--- config.mk ---
export PLATFORM = sky130hd
export DESIGN_NAME = mem_port_arbiter
export DESIGN_NICKNAME = d
export VERILOG_FILES = /design/src/rtl/mem_arb_pkg.sv /design/src/rtl/mem_arb_pick.sv /design/src/rtl/mem_port_arbiter.sv
export SDC_FILE = /design/constraint.sdc
export NUM_CORES = 1
export LEC_CHECK = 0
export ABC_AREA = 1
export CORE_MARGIN = 2
export CORE_UTILIZATION = 34
export CTS_BUF_LIST = sky130_fd_sc_hd__clkbuf_8 sky130_fd_sc_hd__clkbuf_16
export CTS_CLUSTER_SIZE = 14
export DETAILED_ROUTE_END_ITERATION = 6
export SYNTH_ARGS = -nofsm -noshare
export SYNTH_HDL_FRONTEND = slang
export SYNTH_SLANG_ARGS = --single-unit
--- constraint.sdc ---
create_clock -name clk -period 2.5 [get_ports clk]
set_input_delay 0.375 -clock clk [delete_from_list [all_inputs] [get_ports clk]]
set_output_delay 0.375 -clock clk [all_outputs]
set_load 0.05 [all_outputs]
--- src/rtl/mem_arb_pkg.sv ---
// Shared encodings for the byte-serial memory port arbiter: access sizes,
// FSM states, requester identities and the size-to-byte-count mapping.
package mem_arb_pkg;

  localparam logic [1:0] SZ_BYTE = 2'b00;
  localparam logic [1:0] SZ_HALF = 2'b01;
  localparam logic [1:0] SZ_WORD = 2'b10;
  localparam logic [1:0] SZ_RSVD = 2'b11;

  typedef enum logic [1:0] {
    IDLE = 2'b00,
    XFER = 2'b01,
    ACK  = 2'b10,
    ERR  = 2'b11
  } state_t;

  typedef enum logic {
    OWN_IF = 1'b0,
    OWN_D  = 1'b1
  } owner_t;

  // Reserved size maps to zero bytes; it never reaches XFER.
  function automatic logic [2:0] size_to_count(input logic [1:0] size);
    case (size)
      SZ_BYTE: size_to_count = 3'd1;
      SZ_HALF: size_to_count = 3'd2;
      SZ_WORD: size_to_count = 3'd4;
      default: size_to_count = 3'd0;
    endcase
  endfunction

endpackage

--- src/rtl/mem_arb_pick.sv ---
// Combinational two-way round-robin picker: with both requesting, the owner
// that was not granted last wins.
module mem_arb_pick
  import mem_arb_pkg::*;
(
  input  logic   if_req,
  input  logic   d_req,
  input  owner_t last_grant,
  output logic   gnt_if,
  output logic   gnt_d
);

  assign gnt_d  = d_req  && (!if_req || (last_grant == OWN_IF));
  assign gnt_if = if_req && (!d_req  || (last_grant == OWN_D));

endmodule

--- src/rtl/mem_port_arbiter.sv ---
// Shares one byte-wide memory port between instruction fetch and data access,
// running each access as a big-endian byte burst with a one-cycle acknowledge.
module mem_port_arbiter
  import mem_arb_pkg::*;
#(
  parameter int ADDR_W = 8
) (
  input  logic              clk,
  input  logic              reset_n,
  input  logic              if_req,
  input  logic [ADDR_W-1:0] if_addr,
  output logic              if_ack,
  output logic [31:0]       if_rdata,
  input  logic              d_req,
  input  logic              d_rw,
  input  logic [1:0]        d_size,
  input  logic [ADDR_W-1:0] d_addr,
  input  logic [31:0]       d_wdata,
  output logic              d_ack,
  output logic              d_err,
  output logic [31:0]       d_rdata,
  output logic              mem_en,
  output logic              mem_we,
  output logic [ADDR_W-1:0] mem_addr,
  output logic [7:0]        mem_wdata,
  input  logic [7:0]        mem_rdata,
  output logic              busy
);

  state_t            state;
  owner_t            owner;
  owner_t            last_grant;
  logic [ADDR_W-1:0] base;
  logic [2:0]        count;
  logic [1:0]        k;
  logic              rw;
  logic [31:0]       wdata;
  logic [23:0]       sr;
  logic [31:0]       sr_next;
  logic              last_byte;
  logic [1:0]        byte_sel;
  logic [7:0]        wr_byte;
  logic              gnt_if;
  logic              gnt_d;

  mem_arb_pick u_pick (
    .if_req     (if_req),
    .d_req      (d_req),
    .last_grant (last_grant),
    .gnt_if     (gnt_if),
    .gnt_d      (gnt_d)
  );

  assign sr_next   = {sr, mem_rdata};
  assign last_byte = (({1'b0, k} + 3'd1) == count);
  assign byte_sel  = 2'(count - 3'd1 - {1'b0, k});

  // Byte k of an n-byte store is the (n-1-k)th byte from the bottom: MSB first.
  always_comb begin
    wr_byte = wdata[7:0];
    case (byte_sel)
      2'd1:    wr_byte = wdata[15:8];
      2'd2:    wr_byte = wdata[23:16];
      2'd3:    wr_byte = wdata[31:24];
      default: wr_byte = wdata[7:0];
    endcase
  end

  assign busy      = (state != IDLE);
  assign mem_en    = (state == XFER);
  assign mem_we    = mem_en && rw;
  assign mem_addr  = mem_en ? (base + ADDR_W'(k)) : '0;
  assign mem_wdata = mem_en ? wr_byte : '0;
  assign if_ack    = (state == ACK) && (owner == OWN_IF);
  assign d_ack     = ((state == ACK) && (owner == OWN_D)) || (state == ERR);
  assign d_err     = (state == ERR);

  // last_grant resets to the fetch side so the first contended grant goes to data.
  always_ff @(posedge clk or negedge reset_n) begin
    if (!reset_n) begin
      state      <= IDLE;
      owner      <= OWN_IF;
      last_grant <= OWN_IF;
      base       <= '0;
      count      <= '0;
      k          <= '0;
      rw         <= 1'b0;
      wdata      <= '0;
      sr         <= '0;
      if_rdata   <= '0;
      d_rdata    <= '0;
    end else begin
      case (state)
        IDLE: begin
          if (gnt_d) begin
            owner <= OWN_D;
            base  <= d_addr;
            count <= size_to_count(d_size);
            rw    <= d_rw;
            wdata <= d_wdata;
            k     <= '0;
            sr    <= '0;
            if (d_size == SZ_RSVD) begin
              d_rdata <= '0;
              state   <= ERR;
            end else begin
              state   <= XFER;
            end
          end else if (gnt_if) begin
            owner <= OWN_IF;
            base  <= if_addr & ~ADDR_W'(3);
            count <= 3'd4;
            rw    <= 1'b0;
            wdata <= '0;
            k     <= '0;
            sr    <= '0;
            state <= XFER;
          end
        end
        XFER: begin
          sr <= sr_next[23:0];
          if (last_byte) begin
            if (owner == OWN_IF) begin
              if_rdata <= sr_next;
            end else begin
              d_rdata  <= sr_next;
            end
            state <= ACK;
          end else begin
            k <= k + 2'd1;
          end
        end
        ACK: begin
          last_grant <= owner;
          state      <= IDLE;
        end
        ERR: begin
          last_grant <= owner;
          state      <= IDLE;
        end
        default: state <= IDLE;
      endcase
    end
  end

endmodule

==> results of run 1 <==
layer usage:
metal  vias to the layer above  GRT usage, %  wire, microns
met5                         -             0              0
li1                       2540             -              -
met3                        10          5.11            974
met1                      2428          24.7           7280
met4                         0          4.47            161
met2                       138          28.2           7830
power breakdown:
part           switching (mW)  internal [mW]  total [mW]  leakage (nW)
clock network           0.978           1.56        2.54         0.290
registers               0.591           3.10        3.69          1.80
logic                    4.75           2.51        7.27          2.01
total                    6.32           7.17        13.5          4.09
per-stage QoR:
stage / hold slack [ns] / utilization (%) / instances / setup WS (ns) / power, mW
floorplan: 0.0794 / - / 683 / 0.0789 / 8.18
global placement: 0.292 / 45.4 / 1034 / 0.166 / 10.6
CTS: 0.419 / 49.5 / 1068 / 0.00670 / 13.4
finish: 0.419 / 50.1 / 1070 / 0.0812 / 13.5
detailed placement: 0.293 / 45.4 / 1034 / 0.172 / 10.7
global route: 0.424 / 50.1 / 1070 / -0.0491 / 14.3
layout make-up:
class	count	area, sq um
clock buffers	20	467
well taps	225	282
inverters	97	367
fillers	1641	8660
clock inverters	12	136
multi-input cells	413	2230
repair buffers	165	1770
flip-flops and latches	138	3450
final timing paths:
kind | start | end | slack [ns] | cells after the start
min | reset_n | if_rdata[2] | 0.42 | 2
min reg2reg | d_rdata[2] | d_rdata[2] | 0.47 | 2
min in group clk | d_rdata[2] | d_rdata[2] | 0.47 | 2
max | k[0] | mem_wdata[7] | 0.08 | 11
max in group asynchronous | reset_n | sr[22] | 1.40 | 3
max reg2reg | k[1] | d_rdata[18] | 0.28 | 9
placed cells by master, fill, tap and decap left out, types with 4 or more instances in the layout:
master	n
nor2_1	59
o21ai_0	38
inv_1	85
nand2_2	4
o211ai_1	8
inv_2	11
inv_6	4
clkbuf_16	18
buf_4	18
buf_12	14
clkdlybuf4s50_1	128
dfrtp_1	137
o22ai_1	25
a22o_1	34
nand2_1	135
nand3_1	66
a31oi_1	6
nor2_2	6
cells by family (layout without fill, tap and decap cells):
group	after synthesis	in the layout	share of synthesized area, %
compound gates	121	121	13.1
xor+xnor	1	1	0.144
fa+ha+maj	5	5	1.15
buf+inv	133	294	9.06
flops	138	138	56.8
simple gates	285	286	19.7
sequential cells by signal, summed over array words and instances (netlist names):
| name | count |
|---|---|
| count | 3 |
| state | 2 |
| base | 8 |
| rw | 1 |
| last_grant | 1 |
| if_rdata | 32 |
| owner | 1 |
| k | 2 |
| sr | 24 |
| wdata | 32 |
| d_rdata | 32 |
what timing repair did:
action / in CTS / in global routing
pin swaps: 2 / 9
gates resized for setup: 17 / 34
setup buffers: 0 / 2
cloned: 1 / 0
endpoints found under the setup margin: 9 / 10
hold endpoints to repair: 33 / 0
hold buffers: 1 / 0
worst register-to-register path, cell delays in order (launching register included):
cell and delay [ns]:
dfrtp_1 0.48, ha_1 0.36, nand2_1 0.08, nand2_1 0.04
nor2_1 0.08, nand2_1 0.13, nand2_1 0.22, nand2_2 0.44
nand2_1 0.20, nand2_1 0.07
==> metrics.md, run 1 <==
| Metric | Value |
|---|---|
| Die W | `138 microns` |
| Largest net degree at the start of global routing | `65` |
| First-pass GRT wire length | `26100 microns` |
| Top-count cell post-synth | `nand2_1` |
| CP max stage delay | `0.45 ns` |
| Maximum root-to-sink buffer count | `2` |
| Post-Synthesis Cells | `683` |
| H-tree depth | `4` |
| Worst-Margin Slew | `0.659 ns` |
| VDD IR max | `0.000870 V` |
| Buffers on Ports | `146` |
| Mapped Nets | `between 700 and 800` |
| DRC | `0` |
| CTS Buf Count | `17` |
| DP HPWL | `10900 microns` |
| Via density | `around 4.8` |
| DRT Pass-1 Iters | `4` |
| Max-Cap Viols | `0` |
| Clk sinks | `138` |
| Placed cell area | `slightly below 8000 sq um` |
| Dominant synthesized flop cell | `dfrtp_1` |
| Hold WC Path Type | `input port to asynchronous set/reset pin` |
| Number of enable flip-flop cells after synthesis | `0` |
| Initial Utilization | `between 30% and 40%` |
| Layout cells sized above 1 | `13.1%` |
| Slowest cell on the critical path | `dfrtp_2` |
| Avg Cell Area, Syn | `8.90 sq um` |
| Critical path endpoint category | `output pin` |
| Setup-failing EPs final | `0` |
| CTS tree | `done` |
| Crit Path Class | `flip-flop to output pin` |
| Final hold vios | `0` |
| Post-synthesis cell type count | `29` |
| Synth top area cells | `dfrtp_1, nand2_1, inv_1` |
| Clk_lat worst skew | `between 0.4 and 0.5 ns` |
| Leak | `4.09 nW` |
| Worst path cell trace | `inv_2, ha_4, inv_4, nand2_4, nand3_4, nand3_4, nor2_2, nor2_1, nand2_1, inv_2, buf_12` |
| Asr flop ratio synth | `100%` |
| WP data required | `between 2 and 2.5 ns` |
| CP top delay family | `simple AND/OR/NAND/NOR gates` |
| FP Rows | `48` |
| Final Slew Violations | `0` |
| Status | `finished, final reports clean` |
| Antenna viol nets, final | `0` |
| Routability cong. | `approximately 0.75` |
| Skew final | `0.00594 ns` |
| Synth top cells by count | `nand2_1, dfrtp_1, inv_1, nand3_1, nor2_1` |
| Synth Register Bits | `138` |
| Drt wl/cell | `15.2 microns` |
| Leading area contributor after synthesis | `dfrtp_1` |
| Slew margin rel. | `55.9%` |
| GR Overflow Total | `0` |
| WP buf/inv | `4` |
| Max Fanout on Critical Path | `8` |
| Seq/Total Area, Yosys | `56.8%` |
| Root Driver | `clkbuf_16` |
| Drt initial violations | `247` |
| Fin crit share | `a little over nine tenths` |
| Fin crit period | `~2.4 ns` |
| Setup TNS | `0 ns` |
| Synthesized area | `6080 sq um` |
| YS warnings | `0` |
| Final WL | `16200 microns` |
| Clock transition at path regs | `0.06 ns` |
| Max Fclk | `around 410 MHz` |
| Initial antenna violation count | `0` |
| N_diodes | `0` |
| Die Y-Extent | `138 microns` |
| Detailed-route via count | `5116` |
| DIE AREA | `~19000 sq um` |
| RSZ-0062 raised after global routing | `yes` |
| Vias in the first global route | `4935` |
| GRT Total Usage | `18.0%` |
| Core footprint | `between 15000 and 20000 sq um` |
| Share of the synthesized area in the top cell type | `between 50% and 60%` |
| Final nets | `900` |
| Final Instance Area | `8700 sq um` |
| P&R area growth vs syn | `43.2%` |
| I/O pins | `roughly 150` |
| Pwr Density | `1550 nW/um^2` |
| Worst Setup Start Kind | `flip-flop` |
| Arr. time, crit path | `2.04 ns` |
Note: power is estimated with default switching activity, not from simulation.
==> run 2: changes to the inputs <==
--- a/config.mk
+++ b/config.mk
@@ -11,6 +11,7 @@
 export CTS_BUF_LIST = sky130_fd_sc_hd__clkbuf_8 sky130_fd_sc_hd__clkbuf_16
 export CTS_CLUSTER_SIZE = 14
 export DETAILED_ROUTE_END_ITERATION = 6
+export DONT_BUFFER_PORTS = 1
 export SYNTH_ARGS = -nofsm -noshare
 export SYNTH_HDL_FRONTEND = slang
 export SYNTH_SLANG_ARGS = --single-unit
==> constraint.sdc (replaced) <==
create_clock -name clk -period 2.5 [get_ports clk]
set_input_delay 0.375 -clock clk [delete_from_list [all_inputs] [get_ports clk]]
set_output_delay 0.375 -clock clk [all_outputs]
set_load 0.1 [all_outputs]
==> run 2 against run 1 <==
  * Non-clock buffer count fell by 123
  * Sequential cell count unchanged
  * Sequential share of layout area grew 5.3 points
  * Critical path type unchanged
  * The flow now finishes with violations (negative hold slack)
  * Setup slack worse by 0.049 ns
  * Hold slack got worse by 0.76 ns
  * Die area stayed put
  * Highest routed layer unchanged
  * Via count shrank 8.3%
  * Global-route usage shrank 0.62 points
  * Critical path depth rose by 1
==> metrics.md, run 2 (synthesis results as in run 1) <==
| Metric | Value |
|---|---|
| Non-Filler Instances | `946` |
| Crit Path Class | `flip-flop to output pin` |
| Die W | `138 microns` |
| Critical path endpoint category | `output pin` |
| Via density | `between 4 and 5` |
| Arr. time, crit path | `roughly 2.1 ns` |
| Clk sinks | `roughly 140` |
| Buffers on Ports | `0` |
| Skew final | `0.00881 ns` |
| GR Overflow Total | `0` |
| Hold WC Path Type | `input port to asynchronous set/reset pin` |
| Most common cell after layout, fill and taps aside | `dfrtp_1` |
| CP max stage delay | `0.39 ns` |
| Violated checks | `negative hold slack` |
| CTS Buf Count | `17` |
| H-tree depth | `4` |
| FILL cells | `about 1600` |
| Max-Cap Viols | `0` |
| Setup slack, reg-to-reg | `0.21 ns` |
| Max Fclk | `405 MHz` |
| Worst path cell trace | `inv_2, ha_4, inv_2, nand2_4, nand2_4, nand2_4, buf_6, o211ai_1, nand3_4, nand2_2, clkinvlp_4, buf_12` |
| P&R area growth vs syn | `26.3%` |
| Maximum root-to-sink buffer count | `2` |
| GRT Total Usage | `17.4%` |
| RSZ-0062 raised after global routing | `yes` |
| Worst-Margin Slew | `approximately 0.95 ns` |
| Final Slew Violations | `0` |
| Biggest regs | `d_rdata (32), if_rdata (32), wdata (32)` |
| N_diodes | `0` |
| Die Y-Extent | `138 microns` |
| First-pass GRT wire length | `25200 microns` |
| Most frequent cell on the critical path | `nand2_4` |
| DRT Pass-1 Iters | `4` |
| DP Cell Count | `~900` |
| Pre-CTS worst setup slack | `between 0.15 and 0.2 ns` |
| FP Rows | `48` |
| Clk_lat worst skew | `0.42 ns` |
| Initial Utilization | `a little over a third` |
| I/O pins | `roughly 150` |
| Layout cells sized above 1 | `19.3%` |
| Final core occ | `roughly 44%` |
| Status | `finished, violations left` |
| Initial antenna violation count | `0` |
| WP data required | `~2.1 ns` |
| DRC | `0` |
| Slowest cell on the critical path | `dfrtp_1` |
| Largest net degree at the start of global routing | `roughly 140` |
| Max Fanout on Critical Path | `8` |
| Fin crit share | `98.7%` |
| Drt wl/cell | `16.7 microns` |
| Final hold vios | `roughly 140` |
| CTS tree | `done` |
| Commonest cells after routing, fill and taps aside | `dfrtp_1, nand2_1, inv_1` |
| Vias in the first global route | `4614` |
| Setup-failing EPs final | `0` |
| Antenna viol nets, final | `0` |
| Root Driver | `clkbuf_16` |
| DIE AREA | `roughly 19000 sq um` |
| Detailed-route via count | `4691` |
| Routability cong. | `0.781` |
| Hold Slack | `-0.343 ns` |
| Clock transition at path regs | `~0.06 ns` |
| Core footprint | `17400 sq um` |
| Slew margin rel. | `~37%` |
| Final WS setup | `0.0326 ns` |
| Fin crit period | `2.47 ns` |
| Final nets | `776` |
| DP HPWL | `approximately 10000 microns` |
| Worst Setup Start Kind | `flip-flop` |
| Drt initial violations | `297` |
| Final WL | `about 16000 microns` |
## run 2: changes by cell type in the layout (fill, tap and decap cells not counted), moves of 3 or more
cell and change:
buf_12 +3, a21oi_4 +3, clkinvlp_4 +6, nand2_1 -9, nand3_2 +9, nand2_2 +9, nand3_4 +3, clkdlybuf4s50_1 -128
inv_2 -7, nand3_1 -12
## run 2: final timing paths
path,start,endpoint,cells after the start
setup / recovery,k[0],mem_wdata[3],12
hold / removal,reset_n,if_rdata[4],0
setup reg to reg,k[0],d_rdata[16],10
hold reg to reg,sr[7],if_rdata[15],2
max in group asynchronous,reset_n,sr[14],0
min in group clk,d_size[0],count[0],1
## run 2: worst max-delay path: cells and delay by family (launching register included)
family          cells  cell delay (ns)
buf+inv             5             0.54
simple gates        5             0.43
flops               1             0.39
fa+ha+maj           1             0.16
compound gates      1             0.15
## run 2: routing by layer
| metal | track usage [%] | vias to the layer above | share of wire [%] |
|---|---|---|---|
| met5 | 0 | - | 0 |
| met4 | 4.98 | 0 | 1.0 |
| met3 | 5.70 | 13 | 7.2 |
| met2 | 27.1 | 136 | 47 |
| li1 | - | 2282 | - |
| met1 | 23.1 | 2260 | 45 |
## run 2: repair_timing
action / in CTS / in global routing
pin swaps: 2 / 16
gates cloned: 0 / 1
endpoints found under the setup margin: 11 / 11
setup buffers: 3 / 1
gates resized for setup: 18 / 45
endpoints found under the hold margin: 138 / 138
## run 2: stage by stage
step | area (sq um) | setup TNS (ns)
2_1_floorplan | 6170 | -0.281
3_3_place_gp | 6760 | 0
3_5_place_dp | 6760 | 0
4_1_cts | 7490 | -0.00802
5_1_grt | 7670 | -0.417
6_report | 7670 | 0
## run 2: cell type report
class                   instances  area [sq um]  area share, %
clock buffers                  20           467           6.08
clock inverters                12           171           2.23
inverters                      97           399           5.20
multi-input cells             412          2340           30.5
flip-flops and latches        138          3460           45.0
well taps                     225           282           3.67
repair buffers                 42           554           7.23
Power of run 2 is left out: the tool's default activity adds up to more than one toggle a clock period on the data nets, which glitch-free logic cannot reach.
==> run 3: changes to the inputs <==
--- a/config.mk
+++ b/config.mk
@@ -7,11 +7,13 @@
 export LEC_CHECK = 0
 export ABC_AREA = 1
 export CORE_MARGIN = 2
-export CORE_UTILIZATION = 34
+export CORE_UTILIZATION = 60
 export CTS_BUF_LIST = sky130_fd_sc_hd__clkbuf_8 sky130_fd_sc_hd__clkbuf_16
+export CTS_CLUSTER_DIAMETER = 40
 export CTS_CLUSTER_SIZE = 14
 export DETAILED_ROUTE_END_ITERATION = 6
 export DONT_BUFFER_PORTS = 1
+export PLACE_DENSITY = 0.76
 export SYNTH_ARGS = -nofsm -noshare
 export SYNTH_HDL_FRONTEND = slang
 export SYNTH_SLANG_ARGS = --single-unit
==> run 3 against run 2 <==
  * The flow finishes with violations (negative hold slack, negative setup slack)
  * Setup slack got worse by 0.16 ns
  * Critical path depth unchanged
  * Global-route usage increased by 14 points
  * Register-to-register slack got worse by 0.05 ns
  * Via count increased by 13%
  * Sequential cell count unchanged
  * Utilization increased by 37 points
  * Non-clock buffer count increased by 43
  * Hold slack got worse by 0.12 ns
  * First-iteration DRC count increased by 41%
  * Critical path type unchanged
  * Critical endpoint is now mem_wdata[5]
  * Highest routed layer unchanged
==> metrics.md, run 3 (synthesis results as in run 1) <==
| Metric | Value |
|---|---|
| Routability cong. | `0.795` |
| Drt initial violations | `418` |
| Skew final | `0.00886 ns` |
| Clk_lat worst skew | `0.53 ns` |
| Max Fanout on Critical Path | `8` |
| N_diodes | `0` |
| Violated checks | `negative hold slack, negative setup slack` |
| I/O pins | `149` |
| GRT Total Usage | `31.4%` |
| Hold Slack | `-0.463 ns` |
| Worst Setup Start Kind | `flip-flop` |
| DP HPWL | `between 9000 and 10000 microns` |
| # hold bufs at CTS | `roughly 50` |
| Die W | `105 microns` |
| Commonest cells after routing, fill and taps aside | `dfrtp_1, nand2_1, inv_1` |
| Setup slack, reg-to-reg | `0.16 ns` |
| H-tree depth | `4` |
| FP Rows | `36` |
| Drt wl/cell | `18.6 microns` |
| Root Driver | `clkbuf_8` |
| Setup-failing EPs final | `11` |
| Fin crit share | `105%` |
| Vias in the first global route | `5384` |
| Max Fclk | `about 380 MHz` |
| Largest net degree at the start of global routing | `139` |
| R2R depth | `10` |
| Area of the multi-input gates | `2320 sq um` |
| Final WS setup | `-0.128 ns` |
| DRC | `0` |
| DIE AREA | `10900 sq um` |
| M2 GR Usage | `52.0%` |
| Via density | `5.92` |
| GR Overflow Total | `0` |
| Met1 usage | `37.7%` |
| First-pass GRT wire length | `27200 microns` |
| Initial Utilization | `61.9%` |
| Final WL | `16700 microns` |
| Initial antenna violation count | `0` |
| WP data required | `roughly 2.1 ns` |
| Worst-Margin Slew | `0.949 ns` |
| FILL cells | `584` |
| Final hold vios | `138` |
| Reg-to-reg endpoint | `d_rdata[23]` |
| Final core occ | `80.9%` |
| GRT met3 Usage | `under 10%` |
| Fin crit period | `2.63 ns` |
| Reg area | `3460 sq um` |
| Critical path endpoint category | `output pin` |
| Max-Cap Viols | `0` |
| Clk sinks | `138` |
| Final Slew Violations | `0` |
| Biggest regs | `d_rdata (32), if_rdata (32), wdata (32)` |
| Crit Path Class | `flip-flop to output pin` |
| Final nets | `between 800 and 900` |
| Final Instance Area | `between 7000 and 8000 sq um` |
| Detailed-route via count | `5305` |
| P&R area growth vs syn | `30.8%` |
| Maximum root-to-sink buffer count | `2` |
| Die Y-Extent | `105 microns` |
| Hold WC Path Type | `input port to asynchronous set/reset pin` |
| Placed cell area | `6600 sq um` |
| Antenna viol nets, final | `0` |
| R2R Path Start | `k[0]` |
| Top Usage Layer GRT | `met2` |
| Arr. time, crit path | `roughly 2.3 ns` |
| Core footprint | `9820 sq um` |
| Slew margin rel. | `36.7%` |
| Buffers on Ports | `0` |
| Most common cell after layout, fill and taps aside | `dfrtp_1` |
| Status | `finished, violations left` |
| CTS Buf Count | `17` |
| RSZ-0062 raised after global routing | `yes` |
| DRT Pass-1 Iters | `5` |
| Layout cells sized above 1 | `about 17%` |
| CTS tree | `done` |
| Clock transition at path regs | `around 0.06 ns` |
-- run 3: changes by cell type in the layout (fill, tap and decap cells not counted), moves of 5 or more --
cell,change
nand3_2,-9
nand3_1,+12
dlygate4sd3_1,+49
nor2_1,-5
-- run 3: critical path, cell delays in order, from the launching register on --
cell,delay (ns)
dfrtp_2,0.45
inv_2,0.08
ha_4,0.13
inv_2,0.04
nand2_4,0.08
nand2_4,0.07
nand2_8,0.10
nand3_4,0.14
nor2_4,0.11
nor2_1,0.06
nand2_2,0.11
clkinvlp_4,0.13
buf_12,0.19
-- run 3: stage by stage --
stage | setup TNS, ns | setup slack (ns) | instances | hold slack, ns
after floorplan | -0.281 | -0.281 | 683 | 0.0794
after global placement | 0 | 0.226 | 812 | 0.0828
after detailed placement | 0 | 0.0981 | 812 | 0.0824
after CTS | -0.952 | -0.108 | 895 | -0.480
after global routing | -1.98 | -0.229 | 896 | -0.485
final | -1.01 | -0.128 | 896 | -0.463
-- run 3: area by class of cell --
| type | count | area share, % |
|---|---|---|
| sequential | 138 | 43.5 |
| tap | 133 | 2.09 |
| clock buffer | 18 | 5.39 |
| timing repair buffer | 85 | 12.4 |
| clock inverter | 12 | 2.49 |
| inverter | 97 | 4.96 |
| multi-input combinational | 413 | 29.2 |
-- run 3: per-layer routing --
metal	wire length, microns	up-vias
met5	0	-
met4	670	0
met3	1190	59
met2	8510	301
met1	6280	2584
li1	-	2361
-- run 3: repair_timing --
| action | CTS | global route |
|---|---|---|
| gates cloned | 1 | 0 |
| setup buffers | 3 | 1 |
| endpoints found under the setup margin | 12 | 15 |
| resized for setup | 43 | 14 |
| endpoints found under the hold margin | 188 | 138 |
| pin swaps | 27 | 18 |
-- run 3: worst max-delay path by stage --
stage                    to     start
6_report       mem_wdata[5]      k[0]
5_1_grt        mem_wdata[5]      k[0]
4_1_cts         mem_addr[6]      k[0]
3_5_place_dp    mem_addr[6]      k[0]
3_3_place_gp    mem_addr[6]      k[0]
2_1_floorplan   mem_addr[0]  state[1]
Power of run 3 is left out for the same reason.
